===== config.mk =====
export PLATFORM = sky130hd
export DESIGN_NAME = eeprom_spi_slave_flat
export DESIGN_NICKNAME = d
export VERILOG_FILES = /design/src/rtl/eeprom_spi_slave_pkg.sv /design/src/rtl/eeprom_spi_slave_if.sv /design/src/rtl/eeprom_spi_slave_spi_in_sync.sv /design/src/rtl/eeprom_spi_slave.sv /design/src/flat_wrapper.sv
export SDC_FILE = /design/constraint.sdc
export NUM_CORES = 1
export LEC_CHECK = 0
export BUFFER_PORTS_ARGS = -buffer_cell sky130_fd_sc_hd__buf_2
export CAP_MARGIN = 20
export CORE_MARGIN = 4
export CORE_UTILIZATION = 55
export CTS_CLUSTER_SIZE = 14
export DETAILED_ROUTE_END_ITERATION = 10
export MAX_ROUTING_LAYER = met4
export PLACE_DENSITY_LB_ADDON = 0.2
export SYNTH_ARGS = -nofsm -noshare
export SYNTH_HDL_FRONTEND = slang
export SYNTH_SLANG_ARGS = --single-unit

===== constraint.sdc =====
create_clock -name clk -period 2.9 [get_ports clk]
set_clock_uncertainty 0.2 [all_clocks]
set_input_delay 0.435 -clock clk [delete_from_list [all_inputs] [get_ports clk]]
set_output_delay 0.435 -clock clk [all_outputs]
set_load 0.02 [all_outputs]

===== src/rtl/eeprom_spi_slave_pkg.sv =====
// Shared types and constants for the calibration EEPROM SPI responder.
// Optional feature macro used across the slice: EEPROM_WR_PROTECT_EN (adds a wp input).
package eeprom_pkg;

  localparam int unsigned FRAME_W       = 16;
  localparam int unsigned ADDR_W        = 6;
  localparam int unsigned DATA_W        = 8;
  localparam int unsigned CNT_W         = 5;
  localparam int unsigned SYNC_STG_DFLT = 2;

  typedef enum logic [1:0] {
    OP_RD = 2'b00,
    OP_WR = 2'b01
  } opcode_e;

  typedef enum logic [1:0] {
    IDLE,
    SHIFT,
    DECODE
  } state_t;

  // Array address layout: {channel, gain code, sel}; sel=1 gain byte, sel=0 offset byte.
  function automatic logic [ADDR_W-1:0] pack_addr(input logic [1:0] ch, input logic [2:0] ggg,
                                                  input logic sel);
    return {ch, ggg, sel};
  endfunction

endpackage


===== src/rtl/eeprom_spi_slave_if.sv =====
// SPI link plus status pulses between a master (dump / cal-write path) and the EEPROM model.
// Signals: SS_n, SCLK, MOSI (master -> slave), MISO, wrt_done, rd_done, frame_err, busy
// (slave -> master). With EEPROM_WR_PROTECT_EN defined, wp (master -> slave) is added.
interface eeprom_spi_slave_if;

  logic SS_n;
  logic SCLK;
  logic MOSI;
  logic MISO;
  logic wrt_done;
  logic rd_done;
  logic frame_err;
  logic busy;
`ifdef EEPROM_WR_PROTECT_EN
  logic wp;
`endif

  modport master (
`ifdef EEPROM_WR_PROTECT_EN
    output wp,
`endif
    output SS_n, SCLK, MOSI,
    input  MISO, wrt_done, rd_done, frame_err, busy
  );

  modport slave (
`ifdef EEPROM_WR_PROTECT_EN
    input  wp,
`endif
    input  SS_n, SCLK, MOSI,
    output MISO, wrt_done, rd_done, frame_err, busy
  );

endinterface


===== src/rtl/eeprom_spi_slave_spi_in_sync.sv =====
// Synchronizers and edge detection for the asynchronous SPI inputs.
// Ports: clk, rst (sync, active high); ss_n_i, sclk_i, mosi_i raw pins (wp_i when
// EEPROM_WR_PROTECT_EN is defined); outputs ss_n_s, mosi_s synced levels, sclk_rise,
// sclk_fall, ss_rise, ss_fall single-cycle edge strobes (wp_s synced level when enabled).
module spi_in_sync #(
  parameter int unsigned SYNC_STG = 2
) (
  input  logic clk,
  input  logic rst,
  input  logic ss_n_i,
  input  logic sclk_i,
  input  logic mosi_i,
`ifdef EEPROM_WR_PROTECT_EN
  input  logic wp_i,
  output logic wp_s,
`endif
  output logic ss_n_s,
  output logic mosi_s,
  output logic sclk_rise,
  output logic sclk_fall,
  output logic ss_rise,
  output logic ss_fall
);

  logic [SYNC_STG-1:0] ss_sync_q, ss_sync_d;
  logic [SYNC_STG-1:0] sclk_sync_q, sclk_sync_d;
  logic [SYNC_STG-1:0] mosi_sync_q, mosi_sync_d;
  logic                ss_prev_q, ss_prev_d;
  logic                sclk_prev_q, sclk_prev_d;
`ifdef EEPROM_WR_PROTECT_EN
  logic [SYNC_STG-1:0] wp_sync_q, wp_sync_d;
`endif

  always_comb begin
    ss_sync_d      = ss_sync_q;
    sclk_sync_d    = sclk_sync_q;
    mosi_sync_d    = mosi_sync_q;
    ss_sync_d[0]   = ss_n_i;
    sclk_sync_d[0] = sclk_i;
    mosi_sync_d[0] = mosi_i;
    for (int i = 1; i < int'(SYNC_STG); i++) begin
      ss_sync_d[i]   = ss_sync_q[i-1];
      sclk_sync_d[i] = sclk_sync_q[i-1];
      mosi_sync_d[i] = mosi_sync_q[i-1];
    end
`ifdef EEPROM_WR_PROTECT_EN
    wp_sync_d    = wp_sync_q;
    wp_sync_d[0] = wp_i;
    for (int i = 1; i < int'(SYNC_STG); i++) begin
      wp_sync_d[i] = wp_sync_q[i-1];
    end
`endif
    ss_prev_d   = ss_n_s;
    sclk_prev_d = sclk_sync_q[SYNC_STG-1];
  end

  // SS_n clears to its inactive (high) level so leaving reset never fakes a select edge.
  always_ff @(posedge clk) begin
    if (rst) begin
      ss_sync_q   <= '1;
      sclk_sync_q <= '0;
      mosi_sync_q <= '0;
      ss_prev_q   <= 1'b1;
      sclk_prev_q <= 1'b0;
`ifdef EEPROM_WR_PROTECT_EN
      wp_sync_q   <= '0;
`endif
    end else begin
      ss_sync_q   <= ss_sync_d;
      sclk_sync_q <= sclk_sync_d;
      mosi_sync_q <= mosi_sync_d;
      ss_prev_q   <= ss_prev_d;
      sclk_prev_q <= sclk_prev_d;
`ifdef EEPROM_WR_PROTECT_EN
      wp_sync_q   <= wp_sync_d;
`endif
    end
  end

  assign ss_n_s    = ss_sync_q[SYNC_STG-1];
  assign mosi_s    = mosi_sync_q[SYNC_STG-1];
  assign sclk_rise = sclk_sync_q[SYNC_STG-1] & ~sclk_prev_q;
  assign sclk_fall = ~sclk_sync_q[SYNC_STG-1] & sclk_prev_q;
  assign ss_rise   = ss_n_s & ~ss_prev_q;
  assign ss_fall   = ~ss_n_s & ss_prev_q;
`ifdef EEPROM_WR_PROTECT_EN
  assign wp_s      = wp_sync_q[SYNC_STG-1];
`endif

endmodule


===== src/rtl/eeprom_spi_slave.sv =====
// SPI responder model of the calibration EEPROM (64 x 8 gain/offset bytes).
// Decodes 16-bit frames {opcode[1:0], addr[5:0], data[7:0]}; a read's byte is returned in
// bits [7:0] of the following frame. Writes echo their data into the read register.
// Ports: clk, rst (sync, active high); spi (slave modport): SS_n, SCLK, MOSI in, MISO out,
// wrt_done / rd_done / frame_err single-cycle pulses, busy level.
// Optional: EEPROM_WR_PROTECT_EN adds spi.wp; a write with wp=1 is rejected as a frame error.
module eeprom_spi_slave
  import eeprom_pkg::*;
#(
  parameter int unsigned SYNC_STG = SYNC_STG_DFLT
) (
  input logic               clk,
  input logic               rst,
  eeprom_spi_slave_if.slave spi
);

  logic ss_n_s, mosi_s, sclk_rise, sclk_fall, ss_rise, ss_fall;
  logic wp_block;

  spi_in_sync #(
    .SYNC_STG (SYNC_STG)
  ) u_sync (
    .clk       (clk),
    .rst       (rst),
    .ss_n_i    (spi.SS_n),
    .sclk_i    (spi.SCLK),
    .mosi_i    (spi.MOSI),
`ifdef EEPROM_WR_PROTECT_EN
    .wp_i      (spi.wp),
    .wp_s      (wp_block),
`endif
    .ss_n_s    (ss_n_s),
    .mosi_s    (mosi_s),
    .sclk_rise (sclk_rise),
    .sclk_fall (sclk_fall),
    .ss_rise   (ss_rise),
    .ss_fall   (ss_fall)
  );

`ifndef EEPROM_WR_PROTECT_EN
  assign wp_block = 1'b0;
`endif

  state_t              state_q, state_d;
  logic [CNT_W-1:0]    count_q, count_d;
  logic [FRAME_W-1:0]  rx_q, rx_d;
  logic [FRAME_W-1:0]  tx_q, tx_d;
  logic [DATA_W-1:0]   rd_data_q, rd_data_d;
  logic                busy_q, busy_d;
  logic                wrt_done_q, wrt_done_d;
  logic                rd_done_q, rd_done_d;
  logic                frame_err_q, frame_err_d;

  logic [DATA_W-1:0]   mem_q [2**ADDR_W];
  logic                mem_we;
  logic [ADDR_W-1:0]   addr;
  logic [DATA_W-1:0]   wdata;
  logic                frame_ok;

  assign addr     = pack_addr(rx_q[13:12], rx_q[11:9], rx_q[8]);
  assign wdata    = rx_q[DATA_W-1:0];
  assign frame_ok = (count_q == CNT_W'(FRAME_W));

  always_comb begin
    state_d     = state_q;
    count_d     = count_q;
    rx_d        = rx_q;
    tx_d        = tx_q;
    rd_data_d   = rd_data_q;
    busy_d      = busy_q;
    wrt_done_d  = 1'b0;
    rd_done_d   = 1'b0;
    frame_err_d = 1'b0;
    mem_we      = 1'b0;

    unique case (state_q)
      IDLE: begin
        // Level term picks up a select that fell while we were still in DECODE.
        if (ss_fall || !ss_n_s) begin
          tx_d    = {{(FRAME_W-DATA_W){1'b0}}, rd_data_q};
          count_d = '0;
          busy_d  = 1'b1;
          state_d = SHIFT;
        end
      end
      SHIFT: begin
        if (sclk_rise) begin
          rx_d = {rx_q[FRAME_W-2:0], mosi_s};
          if (count_q != '1) count_d = count_q + 1'b1;
        end
        if (sclk_fall) tx_d = {tx_q[FRAME_W-2:0], 1'b0};
        if (ss_rise) state_d = DECODE;
      end
      DECODE: begin
        state_d = IDLE;
        busy_d  = 1'b0;
        if (frame_ok && rx_q[15:14] == OP_RD) begin
          rd_data_d = mem_q[addr];
          rd_done_d = 1'b1;
        end else if (frame_ok && rx_q[15:14] == OP_WR && !wp_block) begin
          mem_we     = 1'b1;
          rd_data_d  = wdata;
          wrt_done_d = 1'b1;
        end else begin
          frame_err_d = 1'b1;
        end
      end
      default: state_d = IDLE;
    endcase
  end

  always_ff @(posedge clk) begin
    if (rst) begin
      state_q     <= IDLE;
      count_q     <= '0;
      rx_q        <= '0;
      tx_q        <= '0;
      rd_data_q   <= '0;
      busy_q      <= 1'b0;
      wrt_done_q  <= 1'b0;
      rd_done_q   <= 1'b0;
      frame_err_q <= 1'b0;
    end else begin
      state_q     <= state_d;
      count_q     <= count_d;
      rx_q        <= rx_d;
      tx_q        <= tx_d;
      rd_data_q   <= rd_data_d;
      busy_q      <= busy_d;
      wrt_done_q  <= wrt_done_d;
      rd_done_q   <= rd_done_d;
      frame_err_q <= frame_err_d;
    end
  end

  // Array contents deliberately survive reset.
  always_ff @(posedge clk) begin
    if (mem_we) mem_q[addr] <= wdata;
  end

  assign spi.MISO      = tx_q[FRAME_W-1] & ~ss_n_s;
  assign spi.wrt_done  = wrt_done_q;
  assign spi.rd_done   = rd_done_q;
  assign spi.frame_err = frame_err_q;
  assign spi.busy      = busy_q;

endmodule


===== src/flat_wrapper.sv =====
// flat-port wrapper written by rule: the top's interface ports become plain ports
module eeprom_spi_slave_flat import eeprom_pkg::*;
#(
  parameter int unsigned SYNC_STG = SYNC_STG_DFLT
)
  (clk, rst, spi_SS_n, spi_SCLK, spi_MOSI, spi_MISO, spi_wrt_done, spi_rd_done, spi_frame_err, spi_busy);
  eeprom_spi_slave_if spi_i ();
  input logic clk;
  input logic rst;
  input wire logic [$bits(spi_i.SS_n)-1:0] spi_SS_n;
  input wire logic [$bits(spi_i.SCLK)-1:0] spi_SCLK;
  input wire logic [$bits(spi_i.MOSI)-1:0] spi_MOSI;
  output wire logic [$bits(spi_i.MISO)-1:0] spi_MISO;
  output wire logic [$bits(spi_i.wrt_done)-1:0] spi_wrt_done;
  output wire logic [$bits(spi_i.rd_done)-1:0] spi_rd_done;
  output wire logic [$bits(spi_i.frame_err)-1:0] spi_frame_err;
  output wire logic [$bits(spi_i.busy)-1:0] spi_busy;
  assign spi_i.SS_n = spi_SS_n;
  assign spi_i.SCLK = spi_SCLK;
  assign spi_i.MOSI = spi_MOSI;
  assign spi_MISO = spi_i.MISO;
  assign spi_wrt_done = spi_i.wrt_done;
  assign spi_rd_done = spi_i.rd_done;
  assign spi_frame_err = spi_i.frame_err;
  assign spi_busy = spi_i.busy;
  eeprom_spi_slave #(.SYNC_STG(SYNC_STG)) u_core (.clk(clk), .rst(rst), .spi(spi_i));
endmodule

==> summary.md <==
| Metric | Value |
|---|---|
| Status | complete, no violations |
| Internal power | 12,980 uW |
| Worst-Margin Slew | 1.188 ns |
| Final hold vios | 0 |
| Warnings, synthesis | 0 |
| Peak Freq | 350.7 MHz |
| Ys async rst share | 0% |
| Most numerous cell in the Yosys netlist | edfxtp_1 |
| Mapped Area | between 20,000 and 25,000 um2 |
| Core ar. | ~40,000 um2 |
| RSZ-0062 raised after global routing | no |
| Worst-Skew Late Latency | 0.59 ns |
| Endpoints failing setup | 0 |
| # diodes | 0 |
| CTS tree | done |
| Root Buffer Master | clkbuf_16 |
| Clock-pin slew on the worst setup and hold paths | roughly 0.06 ns |
| Crit share post-route | between 90% and 100% |
| Initial antenna violation count | 0 |
| Wire per inst | around 28 um |
| Dpl cell area | ~24,000 um2 |
| Die height | 208.9 um |
| Gpl congestion | between 0.9 and 1 |
| Power per cell area | ~610 nW/um2 |
| Vias in the first global route | between 10,000 and 15,000 |
| Critical Path Slowest Stage Cell | dfxtp_1 |
| Starting Density | a little under three fifths |
| Max VDD drop | 0.5652 mV |
| WL final | a little under 60,000 um |
| Post-Synthesis Mean Instance Area | between 15 and 20 um2 |
| Antenna viol nets, final | 0 |
| Die Wd | 208.9 um |
| # Max-Cap Violations | 0 |
| Router iterations before antenna repair | 5 |
| DRT iter0 DRCs | 1,701 |
| CP Class | flip-flop to flip-flop |
| Hold crit path type | input pin to flip-flop |
| Static Leak | 0.008592 uW |
| Critical Path Sink Type | flip-flop |
| Global-route wire length before repair | ~86,000 um |
| Util after Layout | ~66% |
| DIE AREA | about 44,000 um2 |
| Largest net degree at the start of global routing | 68 |
| Power share of the combinational group | less than 1% |
| R2R cell count | 4 |
| Rel. slew slack | around a fifth |
| Via Count | between 10,000 and 15,000 |
| Count of clock tree sinks | roughly 570 |
| Seq cells post-synth | ~570 |
| Footprint of the multi-input gates | between 5000 and 6000 um2 |
| Clock share of power | 44.1% |
| Cell accounting for the most synthesized area | edfxtp_1 |
| Sequential share of power | about 56% |
| Crit path depth | 4 |
| Distinct cells, synth | 59 |
| Worst Hold Path Cells | 3 |
| Min Tclk post-route | approximately 2.9 ns |
| Row count | between 70 and 80 |
| Sequential share of the synthesized area | about 75% |
| CP bufs+invs | 0 |
| Post-synth EDFFs | roughly 510 |
| CP delay by family, top | compound AO/OA/AOI/OAI gates |
| DP HPWL | ~38,000 um |
| # IOs | 10 |
| Mapped Nets | 1,368 |
| Port bufs | 9 |
| Area added between synthesis and finish | 17.76% |
| Critical-path cell list | nand3b_1 > o22ai_1 > a211oi_1 > a32oi_1 |
| Global Route Usage Sum | between 20 and 30% |
| Via density | between 6 and 7 |
| Setup slack at placement | -0.05531 ns |
| GRT overflow | 0 |
| Top cells by count, synth | edfxtp_1, nor2_1, mux2i_1, nand2_1, dfxtp_1 |
| Sequential Area | between 15,000 and 20,000 um2 |
| Sw Ratio | a little under a fifth |
| DRC Markers | 0 |
| Final nets | approximately 1,600 |
| Fin area | 26,130 um2 |
| P_sw | ~3000 uW |
| Synth area leaders | edfxtp_1, dfxtp_1, mux4_2 |
| Required time worst endpoint | 3.15 ns |
| CP max stage delay | 0.91 ns |
| Max clock buf depth | 3 |
| Post-Synthesis Cells | roughly 1,400 |
| Clock buffer count from CTS | 56 |
| Setup slack after layout | 0.04875 ns |
| Final-report max-slew violation count | 0 |
| Ys flop type | edfxtp_1 |
| H-tree Lvls | 2 |
| Share of layout cells above drive strength 1 | 23.32% |
| Worst-path fanout max | 17 |
| Worst EP arrival | 3.11 ns |
| FILL cells | 2,804 |
| Worst setup SP type | flip-flop |
| Top cell type's share of synthesized area | ~69% |
## power groups by stage
stage	Clock (uW)	Sequential (uW)	Combinational (uW)
6_report	7040	8840	62.5
3_3_place_gp	0	9010	57.1
5_1_grt	7490	8840	68.1
2_1_floorplan	0	9020	39.9
3_5_place_dp	0	9020	58.4
4_1_cts	7140	8840	61.7
## state kept, by name, summed over array words and instances, names as in the netlist
register,flops
u_core.count_q,5
u_core.mem_q,512
u_core.rd_data_q,8
u_core.rx_q,16
u_core.spi.busy,1
u_core.spi.frame_err,1
u_core.spi.rd_done,1
u_core.spi.wrt_done,1
u_core.state_q,2
u_core.tx_q,16
u_core.u_sync.mosi_sync_q,2
u_core.u_sync.sclk_prev_q,1
u_core.u_sync.sclk_sync_q,2
u_core.u_sync.ss_prev_q,1
u_core.u_sync.ss_sync_q,2
## layout by cell type, fill, tap and decap left out, types with 15 or more instances in the layout
cell type | netlist | final
edfxtp_1 | 512 | 512
buf_4 | 7 | 185
nor2_1 | 104 | 102
mux2i_1 | 98 | 98
nand2_1 | 82 | 82
clkbuf_16 | 0 | 58
a21oi_1 | 53 | 53
dfxtp_1 | 59 | 48
mux4_2 | 44 | 44
o22ai_1 | 37 | 37
a22oi_1 | 36 | 36
a221oi_1 | 34 | 34
o21ai_0 | 34 | 33
buf_12 | 0 | 19
a211oi_1 | 15 | 15
## cell families after synthesis
| family | count (synthesis) | share of synthesized area [%] |
|---|---|---|
| fa+ha+maj | 3 | 0.1692 |
| simple gates | 270 | 5.492 |
| buf+inv | 92 | 1.906 |
| mux | 152 | 9.394 |
| flops | 571 | 74.61 |
| xor+xnor | 2 | 0.07896 |
| compound gates | 270 | 8.346 |
## worst register-to-register path, stage by stage, from the launching register on
cell and delay [ns]:
dfxtp_1 0.91, nand3b_1 0.67, o22ai_1 0.22, a211oi_1 0.54, a32oi_1 0.18
## metrics by stage
stage	total power [uW]	TNS, ns	instances	hold WS [ns]
6_report	15940	0	2116	0.09947
5_1_grt	16390	0	2116	0.1058
4_1_cts	16040	0	2113	0.07637
3_5_place_dp	9074	-0.05531	2011	0.2061
3_3_place_gp	9072	-0.0001050	2011	0.1908
2_1_floorplan	9058	0	1360	0.1895
## path summary, 6_finish.rpt
check                           slack [ns]                  startpoint                          to
worst min register to register        0.23  u_core.u_sync.ss_sync_q[0]  u_core.u_sync.ss_sync_q[1]
worst max register to register        0.05             u_core.rx_q[12]         u_core.rd_data_q[4]
worst max-delay path                  0.05             u_core.rx_q[12]         u_core.rd_data_q[4]
worst min-delay path                   0.1                         rst              u_core.tx_q[9]
## repair_timing
action,4_1_cts,5_1_grt
endpoints found under the hold margin,3,0
gates resized for setup,1,4
pin swaps,0,2
endpoints found under the setup margin,1,376
buffers inserted,0,2
hold buffers,3,0
## cell type report
type                            instances  area share [%]
Clock buffer                           78           6.038
Tap cell                              525           2.514
Timing Repair Buffer                  217           7.077
Inverter                                7          0.1006
Multi-Input combinational cell        697           20.06
Clock inverter                         21          0.7709
Sequential cell                       571           63.44
## metal layers
layer | global-route usage, % | up-vias | wire (um)
met2 | 39.10 | 781 | 26410
met4 | 10.01 | 0 | 2339
met1 | 39.09 | 6718 | 23590
met3 | 6.245 | 141 | 6079
met5 | - | - | 0
li1 | - | 5789 | -
(Power assumes the default switching activity.)
